==> config.mk <==
export PLATFORM = sky130hd
export DESIGN_NAME = lcd_write_scheduler
export DESIGN_NICKNAME = d
export VERILOG_FILES = /design/src/rtl/lcd_write_scheduler.sv
export SDC_FILE = /design/constraint.sdc
export NUM_CORES = 1
export LEC_CHECK = 0
export CAP_MARGIN = 10
export CORE_MARGIN = 4
export CORE_UTILIZATION = 44
export DETAILED_ROUTE_END_ITERATION = 8
export GPL_TIMING_DRIVEN = 0
export HOLD_SLACK_MARGIN = 0.1
export MAX_ROUTING_LAYER = met4
export PLACE_DENSITY = 0.69
export REMOVE_ABC_BUFFERS = 1
export SKIP_LAST_GASP = 1
export SLEW_MARGIN = 15
export SYNTH_ARGS = -nofsm -noshare
export SYNTH_HDL_FRONTEND = slang
export SYNTH_SLANG_ARGS = --single-unit
==> constraint.sdc <==
create_clock -name iclk -period 4.8 [get_ports iclk]
set_clock_uncertainty 0.2 [all_clocks]
set_input_delay 0.72 -clock iclk [delete_from_list [all_inputs] [get_ports iclk]]
set_output_delay 0.72 -clock iclk [all_outputs]
set_load 0.02 [all_outputs]
==> src/rtl/lcd_write_scheduler.sv <==
// Round-robin write scheduler for a shared HD44780 1602 LCD bus with RS/EN/DATA timing.
// Optional power-up init sequence (0x38, 0x0C, 0x01, 0x06) when LCD_SCHED_INIT_EN is defined.
module lcd_write_scheduler #(
  parameter int SETUP_CYC     = 2,
  parameter int EN_HIGH_CYC   = 23,
  parameter int HOLD_CYC      = 2,
  parameter int EXEC_CYC      = 2000,
  parameter int LONG_EXEC_CYC = 82000,
  parameter int POWERUP_CYC   = 750000
) (
  input  logic       iclk,
  input  logic       irst,
  input  logic       ireq0_valid,
  input  logic [8:0] ireq0_word,
  output logic       oreq0_ready,
  input  logic       ireq1_valid,
  input  logic [8:0] ireq1_word,
  output logic       oreq1_ready,
  output logic [7:0] LCD_DATA,
  output logic       LCD_RS,
  output logic       LCD_RW,
  output logic       LCD_EN,
  output logic       obusy,
  output logic       odone
);

  localparam int MAX_A   = (LONG_EXEC_CYC > POWERUP_CYC) ? LONG_EXEC_CYC : POWERUP_CYC;
  localparam int CNT_MAX = (MAX_A > EXEC_CYC) ? MAX_A : EXEC_CYC;
  localparam int CW      = $clog2(CNT_MAX + 1);

  localparam logic [CW-1:0] SETUP_LD = CW'(SETUP_CYC - 1);
  localparam logic [CW-1:0] EN_LD    = CW'(EN_HIGH_CYC - 1);
  localparam logic [CW-1:0] HOLD_LD  = CW'(HOLD_CYC - 1);
  localparam logic [CW-1:0] EXEC_LD  = CW'(EXEC_CYC - 1);
  localparam logic [CW-1:0] LEXEC_LD = CW'(LONG_EXEC_CYC - 1);
  localparam logic [CW-1:0] PWR_LD   = CW'(POWERUP_CYC - 1);

  typedef enum logic [2:0] {IDLE, INIT_WAIT, SETUP, EN_HI, HOLD, EXEC} state_t;

  state_t        state;
  logic [CW-1:0] cnt;
  logic          last;
  logic          idle;
  logic          pick1;
  logic [CW-1:0] exec_ld;

`ifdef LCD_SCHED_INIT_EN
  logic       init_active;
  logic [1:0] init_idx;

  function automatic logic [7:0] init_cmd(input logic [1:0] idx);
    case (idx)
      2'd0:    init_cmd = 8'h38;
      2'd1:    init_cmd = 8'h0C;
      2'd2:    init_cmd = 8'h01;
      default: init_cmd = 8'h06;
    endcase
  endfunction
`else
  localparam logic init_active = 1'b0;
`endif

  // Requester 1 wins when it is alone, or on a tie when requester 0 was served last.
  assign idle        = (state == IDLE);
  assign pick1       = ireq1_valid && (!ireq0_valid || !last);
  assign oreq1_ready = idle && pick1;
  assign oreq0_ready = idle && ireq0_valid && !pick1;
  assign LCD_RW      = 1'b0;

  // Clear and Return Home need the long controller execution time.
  always_comb begin
    exec_ld = EXEC_LD;
    if (!LCD_RS && (LCD_DATA inside {8'h01, 8'h02, 8'h03}))
      exec_ld = LEXEC_LD;
  end

  always_ff @(posedge iclk) begin
    if (irst) begin
      LCD_EN   <= 1'b0;
      LCD_RS   <= 1'b0;
      LCD_DATA <= 8'h00;
      odone    <= 1'b0;
      last     <= 1'b1;
`ifdef LCD_SCHED_INIT_EN
      state       <= INIT_WAIT;
      cnt         <= PWR_LD;
      obusy       <= 1'b1;
      init_active <= 1'b1;
      init_idx    <= 2'd0;
`else
      state <= IDLE;
      cnt   <= '0;
      obusy <= 1'b0;
`endif
    end else begin
      odone <= 1'b0;
      case (state)
        IDLE: begin
          if (oreq0_ready || oreq1_ready) begin
            {LCD_RS, LCD_DATA} <= pick1 ? ireq1_word : ireq0_word;
            last  <= pick1;
            state <= SETUP;
            cnt   <= SETUP_LD;
            obusy <= 1'b1;
          end
        end
`ifdef LCD_SCHED_INIT_EN
        INIT_WAIT: begin
          if (cnt == '0) begin
            LCD_RS   <= 1'b0;
            LCD_DATA <= init_cmd(init_idx);
            state    <= SETUP;
            cnt      <= SETUP_LD;
          end else begin
            cnt <= cnt - 1'b1;
          end
        end
`endif
        SETUP: begin
          if (cnt == '0) begin
            state  <= EN_HI;
            LCD_EN <= 1'b1;
            cnt    <= EN_LD;
          end else begin
            cnt <= cnt - 1'b1;
          end
        end
        EN_HI: begin
          if (cnt == '0) begin
            state  <= HOLD;
            LCD_EN <= 1'b0;
            cnt    <= HOLD_LD;
          end else begin
            cnt <= cnt - 1'b1;
          end
        end
        HOLD: begin
          if (cnt == '0) begin
            state <= EXEC;
            cnt   <= exec_ld;
            odone <= (exec_ld == '0) && !init_active;
          end else begin
            cnt <= cnt - 1'b1;
          end
        end
        EXEC: begin
          if (cnt == '0) begin
`ifdef LCD_SCHED_INIT_EN
            if (init_active && init_idx != 2'd3) begin
              init_idx <= init_idx + 2'd1;
              LCD_RS   <= 1'b0;
              LCD_DATA <= init_cmd(init_idx + 2'd1);
              state    <= SETUP;
              cnt      <= SETUP_LD;
            end else begin
              init_active <= 1'b0;
              state       <= IDLE;
              obusy       <= 1'b0;
            end
`else
            state <= IDLE;
            obusy <= 1'b0;
`endif
          end else begin
            cnt   <= cnt - 1'b1;
            // odone is registered, so raise it one edge ahead of the final EXEC cycle.
            odone <= (cnt == CW'(1)) && !init_active;
          end
        end
        default: begin
          state <= IDLE;
          obusy <= 1'b0;
        end
      endcase
    end
  end

endmodule
==> flow_summary_export.csv <==
group,metric,value,unit
cells_and_area,num_antenna_cells,0,
cts,post_cts_resize_count,0,
critical_path,critPathBufInv,2,
sta,max_slew.worst_pin.slew,1210,ps
synthesis,yosysWarnings,0,
floorplan,start_util,46.1,%
sta,rsz0062_at_grt,"false",
synthesis,synth_area_per_cell,8.23,µm²
sta,slew_viol_final,0,
synthesis,syn_inst,249,
critical_path,crit_top_cell,"clkdlybuf4s50_1",
placed_design,io_buffers,35,
cells_and_area,syn2layout_area_growth,20.6,%
worst_hold_path,holdPathStages,2,
worst_hold_path,hold_start,"cnt[18]",
critical_path,crit_family,"buffers and inverters",
sta,setup_violations,0,
cts,cts_sinks,36,
detailed_routing,via_per_inst,6.05,
critical_path,rrSetupSlack,1660,ps
pwr,ir_drop,0.374,mV
floorplan,die_h,76.2,µm
critical_path,cp.required,3880,ps
critical_path,endpoint_kind,"output port",
placed_design,dpl_cell_area,2380,µm²
critical_path,path_cells,"clkdlybuf4s50_1 -> a21boi_1 -> and2_1 -> clkdlybuf4s50_1",
detailed_routing,wl_per_cell,15.8,µm
sta,fin_crit,3350,ps
critical_path,r2r_end,"cnt[16]",
synthesis,synthTopCellsByCount,"dfxtp_1, nor2_1, a21oi_1, nand2_1, a211oi_1",
placed_design,gp_congestion,0.825,
cts,tritoncts,"done",
cts,clk_latency,290,ps
sta,fin_ws,1450,ps
floorplan,core,4440,µm²
grt,grt_pass1_wl,8500,µm
sta,slew_headroom,19.4,%
synthesis,async_reset_ff_share,0,%
cts,cts_max_level,2,
detailed_routing,drtPass1Iterations,4,
cells_and_area,final_nets,299,
grt,grt_start_max_net_pins,31,
synthesis,synth-edff-count,0,
cells_and_area,final_util,55.6,%
cells_and_area,finalInstanceArea,2470,µm²
status,status,"finished, final reports clean",
floorplan,die_width,76.2,µm
critical_path,critPathMaxFanout,5,
cells_and_area,drive_above_1_share,6.16,%
critical_path,startpoint_type,"input port",
detailed_routing,vias,1984,
sta,fin_crit_sh,69.9,%
cts,cts_hold_buffers,0,
grt,antenna_found_initial,0,
critical_path,cp_slowest_cell,"clkdlybuf4s50_1",
worst_hold_path,min_path_type,"flop to flop",
cts,clockBufferDepth,2,
detailed_routing,drtAntennaViolNets,0,
placed_design,hpwl,3600,µm
critical_path,critPathLaunch,"ireq1_valid",
floorplan,row_count,24,
placed_design,dp_slack,1450,ps
sta,hold_viol,0,
flow_run,cap_violations,0,
grt,grt_pass1_vias,1781,
sta,fmax,298,MHz
critical_path,cpPeakStageDelay,610,ps
pwr,power_density,838,nW/µm²
cts,path_clk_slew,70,ps
floorplan,dieArea,5810,µm²
critical_path,ff2ff_path_depth,7,
pwr,total_leakage_power,0.882,nW
synthesis,synth.top_cell.area_share,35.2,%
synthesis,seq_area_frac_synth,35.2,%
cts,cts_setup_buffers,0,
worst_hold_path,holdPathEnd,"cnt[18]",
floorplan,ios,37,
critical_path,crit_type,"input port to output port",
synthesis,synthTopCellsByArea,"dfxtp_1, nor2_1, mux2i_1",
detailed_routing,wirelength,5190,µm
grt,track_usage,18.2,%
synthesis,syn-cell-area,2050,µm²
grt,gr-total-overflow,0,
detailed_routing,drc,0,
synthesis,synthMostInstantiatedCell,"dfxtp_1",
synthesis,ys_types,53,
cts,numCtsBuffers,5,
cts,clockRootBuffer,"clkbuf_8",
synthesis,synth_top_flop_cell,"dfxtp_1",
sta,tns,0,ps
critical_path,r2r-start,"cnt[0]",
detailed_routing,first_iter_violations,228,
synthesis,synth-seq-cells,36,
critical_path,cp_data_arrival_time,2430,ps
synthesis,yosysTopAreaCell,"dfxtp_1",
logic make-up (layout without fill, tap and decap cells):
group / Yosys count / after routing / synth area share, %
xor gates and xnor gates: 2 / 2 / 0.855
adders and majority gates: 2 / 2 / 1.22
and+or+nand+nor: 102 / 102 / 27.0
muxes: 9 / 9 / 4.40
DFF: 36 / 36 / 35.2
buffers and inverters: 22 / 49 / 5.50
AOI/OAI and AO/OA: 75 / 75 / 25.7
other: 1 / 1 / 0.183
cell type report:
| class | instances | area (µm²) |
|---|---|---|
| clock buffer | 8 | 90.1 |
| fill | 400 | 1970 |
| multi-input combinational | 191 | 1220 |
| inverter | 5 | 18.8 |
| timing repair buffer | 36 | 358 |
| tap | 52 | 65.1 |
| sequential | 36 | 721 |
layout by cell type (no fill, tap or decap), types with 3 or more instances in the layout:
master           Yosys  final
a211oi_1            12     12
nor3_1              10     10
dfxtp_1             36     36
o31a_1               3      3
a21oi_1             17     17
clkbuf_8             0      6
nand2_1             14     14
clkdlybuf4s50_1      0     35
a221oi_1             3      3
and2_1               3      3
nor3b_1              3      3
or4_1                8      8
nor4_1               6      6
mux2i_1              9      9
and3_1               4      4
a31oi_1              6      6
o21ai_0             10     10
nor2_1              27     26
nand3_1             11     11
inv_1                5      5
or3_1                5      5
report_power, final:
| group | switching, mW | internal, mW | leakage [nW] |
|---|---|---|---|
| combinational | 0.806 | 0.483 | 0.541 |
| clock | 0.110 | 0.117 | 0.0455 |
| sequential | 0.141 | 0.414 | 0.295 |
| total | 1.06 | 1.01 | 0.882 |
worst max-delay path by stage:
stage               slack, ps           to  cells after the start
detailed placement       1450  oreq1_ready                      4
global placement          360  oreq1_ready                      4
global route             1390  oreq1_ready                      4
floorplan                1700  oreq1_ready                      2
CTS                      1460  oreq1_ready                      4
finish                   1450  oreq1_ready                      4
layer usage:
layer	part of all wire (%)	vias up	global-route usage, %
met5	0	-	-
li1	-	987	-
met1	46	913	23.3
met3	8.2	8	5.20
met4	1.5	0	6.34
met2	44	76	27.6
flip-flops by register name, summed over array words and instances, names as in the netlist:
| name | count |
|---|---|
| obusy | 1 |
| cnt | 20 |
| state | 3 |
| LCD_EN | 1 |
| LCD_RS | 1 |
| LCD_DATA | 8 |
| last | 1 |
| odone | 1 |
stage by stage:
stage                     instances  total power [mW]  hold WS, ps
after floorplan                 232              1.46          252
after global placement          319              1.81          270
after detailed placement        320              1.83          281
after CTS                       328              2.06          291
after global routing            328              2.23          317
final                           328              2.07          295
worst reg2reg max path, delay by kind of cell, from the launching register on:
kind            cells  cell delay [ps]
simple gates        4             2000
flops               1              340
fa+ha+maj           1              230
buf+inv             1              110
compound gates      1              170
Note: power is estimated with default switching activity, not from simulation.
